`src/rtl/uart_rx_8n1.sv`:
```
// 8N1 UART receiver with 16x oversampling from an internal clock divider.
// Emits a 1-cycle rx_valid per good frame and rx_frame_err on a low stop bit.
module uart_rx_8n1 #(
    parameter int  CLK_FREQ = 12000000,
    parameter int  BAUD     = 9600,
    localparam int DIV      = CLK_FREQ / (BAUD * 16)
) (
    input  logic       clk,
    input  logic       rst_n,
    input  logic       uart_rx,
    output logic [7:0] rx_data,
    output logic       rx_valid,
    output logic       rx_frame_err,
    output logic       rx_busy
);

    localparam int DIV_W = (DIV > 1) ? $clog2(DIV) : 1;
    localparam logic [DIV_W-1:0] DIV_LAST = DIV_W'(DIV - 1);

    typedef enum logic [2:0] {
        S_IDLE,
        S_START,
        S_DATA,
        S_STOP,
        S_BREAK
    } state_t;

    state_t             r_state;
    state_t             w_state_next;
    logic               r_sync1;
    logic               r_rx_s;
    logic [DIV_W-1:0]   r_div_cnt;
    logic [3:0]         r_ovs_cnt;
    logic [2:0]         r_bit_cnt;
    logic [7:0]         r_shift;
    logic [7:0]         r_data;
    logic               r_valid;
    logic               r_frame_err;

    logic               w_tick;
    logic               w_enter_start;
    logic               w_start_ok;
    logic               w_sample;
    logic               w_good;
    logic               w_bad;

    assign w_tick = (r_div_cnt == DIV_LAST);

    always_comb begin
        w_state_next  = r_state;
        w_enter_start = 1'b0;
        w_start_ok    = 1'b0;
        w_sample      = 1'b0;
        w_good        = 1'b0;
        w_bad         = 1'b0;
        case (r_state)
            S_IDLE: begin
                if (!r_rx_s) begin
                    w_state_next  = S_START;
                    w_enter_start = 1'b1;
                end
            end
            S_START: begin
                // Re-check the line half a bit in to reject short glitches.
                if (w_tick && (r_ovs_cnt == 4'd7)) begin
                    if (!r_rx_s) begin
                        w_state_next = S_DATA;
                        w_start_ok   = 1'b1;
                    end else begin
                        w_state_next = S_IDLE;
                    end
                end
            end
            S_DATA: begin
                if (w_tick && (r_ovs_cnt == 4'd15)) begin
                    w_sample = 1'b1;
                    if (r_bit_cnt == 3'd7) begin
                        w_state_next = S_STOP;
                    end
                end
            end
            S_STOP: begin
                if (w_tick && (r_ovs_cnt == 4'd15)) begin
                    if (r_rx_s) begin
                        w_good       = 1'b1;
                        w_state_next = S_IDLE;
                    end else begin
                        w_bad        = 1'b1;
                        w_state_next = S_BREAK;
                    end
                end
            end
            S_BREAK: begin
                // Stay here while the line is held low so a break is not
                // mistaken for a stream of start bits.
                if (r_rx_s) begin
                    w_state_next = S_IDLE;
                end
            end
            default: w_state_next = S_IDLE;
        endcase
    end

    always_ff @(posedge clk or negedge rst_n) begin
        if (!rst_n) begin
            r_state     <= S_IDLE;
            r_sync1     <= 1'b1;
            r_rx_s      <= 1'b1;
            r_div_cnt   <= '0;
            r_ovs_cnt   <= 4'd0;
            r_bit_cnt   <= 3'd0;
            r_shift     <= 8'h00;
            r_data      <= 8'h00;
            r_valid     <= 1'b0;
            r_frame_err <= 1'b0;
        end else begin
            r_sync1 <= uart_rx;
            r_rx_s  <= r_sync1;
            r_state <= w_state_next;

            if (w_enter_start) begin
                r_div_cnt <= '0;
                r_ovs_cnt <= 4'd0;
            end else if (r_state != S_IDLE) begin
                if (w_tick) begin
                    r_div_cnt <= '0;
                    // Re-align the oversample phase to the start-bit centre.
                    r_ovs_cnt <= w_start_ok ? 4'd0 : r_ovs_cnt + 4'd1;
                end else begin
                    r_div_cnt <= r_div_cnt + DIV_W'(1);
                end
            end

            if (w_start_ok) begin
                r_bit_cnt <= 3'd0;
            end else if (w_sample) begin
                r_bit_cnt <= r_bit_cnt + 3'd1;
            end

            if (w_sample) begin
                r_shift <= {r_rx_s, r_shift[7:1]};
            end

            if (w_good) begin
                r_data <= r_shift;
            end
            r_valid     <= w_good;
            r_frame_err <= w_bad;
        end
    end

    assign rx_data      = r_data;
    assign rx_valid     = r_valid;
    assign rx_frame_err = r_frame_err;
    assign rx_busy      = (r_state != S_IDLE);

endmodule

```
`config.mk`:
```
export PLATFORM = sky130hd
export DESIGN_NAME = uart_rx_8n1
export DESIGN_NICKNAME = d
export VERILOG_FILES = /design/src/rtl/uart_rx_8n1.sv
export SDC_FILE = /design/constraint.sdc
export NUM_CORES = 1
export LEC_CHECK = 0
export CAP_MARGIN = 20
export CORE_ASPECT_RATIO = 1.25
export CORE_UTILIZATION = 57
export CTS_BUF_LIST = sky130_fd_sc_hd__clkbuf_8
export CTS_CLUSTER_DIAMETER = 120
export DETAILED_ROUTE_END_ITERATION = 8
export PLACE_DENSITY_LB_ADDON = 0.2
export SLEW_MARGIN = 20
export SYNTH_ARGS = -nofsm -noshare
export SYNTH_HDL_FRONTEND = slang
export SYNTH_SLANG_ARGS = --single-unit
```
`constraint.sdc`:
```
create_clock -name clk -period 3.5 [get_ports clk]
set_input_delay 0.7 -clock clk [delete_from_list [all_inputs] [get_ports clk]]
set_output_delay 0.7 -clock clk [all_outputs]
set_load 0.02 [all_outputs]
```
== After elaboration in Yosys (flattened, before gate mapping) ==
Cells that the tools add are included.

* Input port bits: 3
* Flip-flop bits (word level): 37
* Output and inout bits: 11
* Word-level logic and storage cells: 65

* Add/subtract/negate cells: 3
* Equality and inequality tests: 14
* Mux-type cells: 29
* Reduce and logical (&&, ||, !) cells: 9

{| class="wikitable"
|+ Operators by type and width
! cell !! count
|-
| $mux W3 || 9
|-
| $mux W7 || 3
|-
| $mux W4 || 4
|-
| $pmux W3 S5 || 1
|-
| $ne A2 B2 Y1 const B || 6
|-
| $mux W1 || 11
|-
| $add A7 B1 Y7 const B || 1
|-
| $eq A7 B7 Y1 const B || 1
|-
| $eq A3 B2 Y1 const B || 2
|-
| $eq A3 B3 Y1 const B || 2
|-
| $reduce_and A6 Y1 || 1
|-
| $reduce_bool A2 Y1 || 3
|-
| $add A4 B1 Y4 const B || 1
|-
| $eq A4 B3 Y1 const B || 1
|-
| $eq A4 B4 Y1 const B || 1
|-
| $add A3 B1 Y3 const B || 1
|-
| $eq A3 B1 Y1 const B || 1
|-
| $logic_not A3 Y1 || 1
|-
| $reduce_bool A3 Y1 || 1
|-
| $logic_and A1 B1 Y1 || 2
|-
| $mux W2 || 1
|-
| $reduce_and A2 Y1 || 1
|}

== Longest topological paths before layout ==
* Word-level depth: 8
* Depth in mapped cells: 8
* Mapped depth without buffers: 6

== Least setup slack after synthesis ==
Ideal clock, no wire load.

* Kind: flip-flop to flip-flop
* Start point: register r_div_cnt[0]
* End point: register r_shift[1]
* Clock period less this slack: 1693 ps
* Buffers on the path: 2
* Arrival time: 1566 ps
* Stages on the path, launching flop included: 7
* Slack: 1807 ps
* Path through: dfrtp_1 ha_1 and4bb_1 buf_4 nand4_1 buf_2 mux2_1

* Cells in the longest elaborated chain, start to end: 4

{| class="wikitable"
|+ RTL lines
! element !! RTL line !! source
|-
| start, declared || 32 || <nowiki>logic [DIV_W-1:0] r_div_cnt;</nowiki>
|-
| start signal, assigned || 130 || <nowiki>r_div_cnt <= r_div_cnt + DIV_W'(1);</nowiki>
|-
| $eq A7 B7 Y1 || 47 || <nowiki>assign w_tick = (r_div_cnt == DIV_LAST);</nowiki>
|-
| $logic_and A1 B1 Y1 || 75 || <nowiki>if (w_tick && (r_ovs_cnt == 4'd15)) begin</nowiki>
|-
| $mux W1 || 75 ||
|-
| $mux W1 || 56 || <nowiki>case (r_state)</nowiki>
|-
| end signal, assigned || 141 || <nowiki>r_shift <= {r_rx_s, r_shift[7:1]};</nowiki>
|-
| end, declared || 35 || <nowiki>logic [7:0] r_shift;</nowiki>
|}

No other way between the ends.
A chain may end at the register's enable or synchronous reset.

== Final worst setup path ==
* Start point: register r_state[1]
* End point: output rx_busy

* Cells in the longest elaborated chain, start to end: 1

{| class="wikitable"
|+ RTL lines
! element !! RTL line !! source
|-
| start, declared || 28 || <nowiki>state_t r_state;</nowiki>
|-
| start signal, assigned || 119 || <nowiki>r_state <= w_state_next;</nowiki>
|-
| $reduce_bool A3 Y1 || 155 || <nowiki>assign rx_busy = (r_state != S_IDLE);</nowiki>
|-
| end, declared || 14 || <nowiki>output logic rx_busy</nowiki>
|}

No other way between the ends.

==> qor.txt <==
unrepaired setup endpoints after global routing - no
RD Place Congestion - 0.816
Synth Area in Compound Gates - 0.0926
Design Power - 784 uW
Clock Power Share - 0.435
fin nets - 171
met3 usage - 0.0652
most frequent cell after synthesis - dfrtp_1
NetSw - 145 uW
Hold WC Path Type - reg -> reg
Setup TNS - 0 ns
io pins - 14
Simple-Gate Fraction of Synth Area - 0.178
final cell count without fillers - 199
Post-synth ARST share - 1.00
Syn Nets - 155
Core Box Area - 2920 um2
top area cells in the synthesized netlist - dfrtp_1 (51%), mux2_1 (10%), ha_1 (3.6%)
Slew Viols, Final - 0
CTS tree - built
Initial Util - 0.593
worst-skew pair later-pin latency - 0.28 ns
Detailed Route Iter0 Violations - 25
Max clock buf depth - 2
register area share after synthesis - 0.537
CP Launch Type - register
Yosys cell types - 41
vias in the first global route - 1216
initial antenna violation count - 0
GRT Total Usage - 0.215
leak pwr - 0.000958 uW
fin crit share - 0.720
Setup CP Type - reg -> out
internal cell power - 640 uW
synthesized instance count - 147
WL per Instance - 14.5 um
Vias - 1189
CTS Root Cell - clkbuf_8
status - completed
count of placed standard cells including taps - 192
max-cap viol count - 0
vias per inst - 5.97
Die Span Y - 63.6 um
H-tree levels - 2
largest area contributor in the netlist - dfrtp_1
combinational power share - 0.015
post-synthesis mux area share - 0.122
# resized after CTS - 0
mean area per synthesized cell - 11.8 um2
arrival time worst endpoint - 1.82 ns
FP Rows - 22
antenna-violating nets left - 0
PD cells - 394 nW/um2
CP bufs+invs - 2
drt pass-1 iters - 4
Detailed Place HPWL - 2090 um
clk slew on worst S/H paths - 0.07 ns
Hold Slack - 0.356 ns
CP required - 2.80 ns
Setup violations, final - 0
share of cells above drive strength 1 - 0.0982
DP Area - 1890 um2
Post-CTS Hold Fix Bufs - 0
nature of the critical path endpoint - output port
switch share - 0.184
ys flop type - dfrtp_1
actual slew at the worst max-slew pin - 0.608 ns
Post-synth top cells - dfrtp_1 (35), mux2_1 (16), nand2_1 (13), o21ai_0 (8), a31oi_1 (7)
min cycle time layout - 2.52 ns
Mapped Area - 1730 um2
CP max stage delay - 0.56 ns
Yosys top cell area share - 0.506
final instance area - 1990 um2
ANT cells - 0
Yosys warning total - 0
Critical Path, Cell by Cell - nor3_4 -> inv_2 -> clkdlybuf4s50_1
drt drc - 0
largest family of logic cells by synthesized area - simple AND/OR/NAND/NOR gates
synthesis-stage register bit count - 37
Slew headroom - 0.593
met2 Use GR - 0.360
cell family with most CP delay - buffers and inverters
Overflow after GRT - 0
clk_skew - 0.00775 ns
Die Wd - 51.3 um
XOR/XNOR share of the synthesized area - 0.0152
clock sink count - 37
slowest CP cell - clkdlybuf4s50_1
peak supply drop - 366 uV
final hold viol count - 0
EDFF count, synth - 0
fill count - 223
sequential fraction of design power - 0.550
first-pass GRT wire length - 5060 um
die area - 3260 um2
CP max FO - 9
synth-to-layout area growth - 15.0%
achievable frequency - 397 MHz
Post-Synth Adder-Cell Area - 0.0362
CTS buffer count - 5
final wirelength - 2900 um
GR peak layer - met2
met1 Use GR - 0.235
port buffer count - 13
setup bufs post-CTS - 0
pin count of the biggest net entering global routing - 38
-- final timing paths --
check / start / end / slack, ns / cells past startpoint
max in group asynchronous: rst_n / r_rx_s / 2.33 / 2
min: r_sync1 / r_rx_s / 0.36 / 0
max: r_state[1] / rx_busy / 0.98 / 3
min in group asynchronous: rst_n / r_ovs_cnt[2] / 0.84 / 2
min reg2reg: r_sync1 / r_rx_s / 0.36 / 0
max reg2reg: r_div_cnt[1] / r_shift[5] / 1.26 / 5
-- cell usage in the layout, fill, tap and decap left out, types with 2 or more instances in the layout --
cell type        synthesis  routed
nand3_1                  5       5
xor2_1                   3       3
mux2i_1                  2       2
clkbuf_8                 0       5
dfrtp_1                 35      35
a31oi_1                  7       7
nand2_1                 13      13
nand2b_1                 3       3
nor2b_1                  3       3
dfstp_2                  2       2
or3_1                    2       2
nor2_1                   5       5
o21ai_1                  2       2
or2_1                    2       2
o21ai_0                  8       8
and3_1                   3       3
ha_1                     5       5
and2_1                   2       2
nand4_1                  2       2
mux2_1                  16      16
clkdlybuf4s50_1          0      13
nor4_1                   2       2
a21oi_1                  3       3
-- registers in the layout (all words and copies together), names as in the netlist --
signal,flops
r_shift,8
rx_data,8
r_div_cnt,7
r_ovs_cnt,4
r_bit_cnt,3
r_state,3
r_rx_s,1
r_sync1,1
rx_frame_err,1
rx_valid,1
-- metal layers --
metal  share of wire  vias to the layer above
li1                -                      568
met1            0.43                      577
met5               0                        -
met3           0.047                        6
met2            0.50                       38
met4           0.031                        0
-- through the flow --
| step | setup slack [ns] | utilization |
|---|---|---|
| after detailed placement | 1.28 | 0.647 |
| final | 0.980 | 0.682 |
| after global routing | 0.855 | 0.682 |
| after floorplan | 1.81 | - |
| after global placement | 1.30 | 0.647 |
| after CTS | 0.979 | 0.682 |
-- final cells by class --
class,count,area [um2],share of cell area
clock inverters,2,35.0,0.0176
multi-input cells,103,768,0.386
repair buffers,14,138,0.0691
clock buffers,5,68.8,0.0346
flip-flops and latches,37,928,0.466
well taps,36,45.0,0.0226
inverters,2,7.51,0.00377
-- cell families (layout without fill, tap and decap cells) --
group / after synthesis / in the layout
compound gates: 26 / 26
xor+xnor: 3 / 3
fa+ha+maj: 5 / 5
buf+inv: 7 / 23
flops: 37 / 37
mux: 19 / 19
simple gates: 50 / 50
-- power groups by stage --
stage                     combinational (uW)  sequential, uW  clock, uW
after global routing                    13.4             431        368
after detailed placement                12.3             439          0
after CTS                               12.3             431        352
after global placement                  11.9             439          0
final                                   11.4             431        341
after floorplan                         1.84             438          0
No activity file was read; power rests on OpenSTA's default activity.
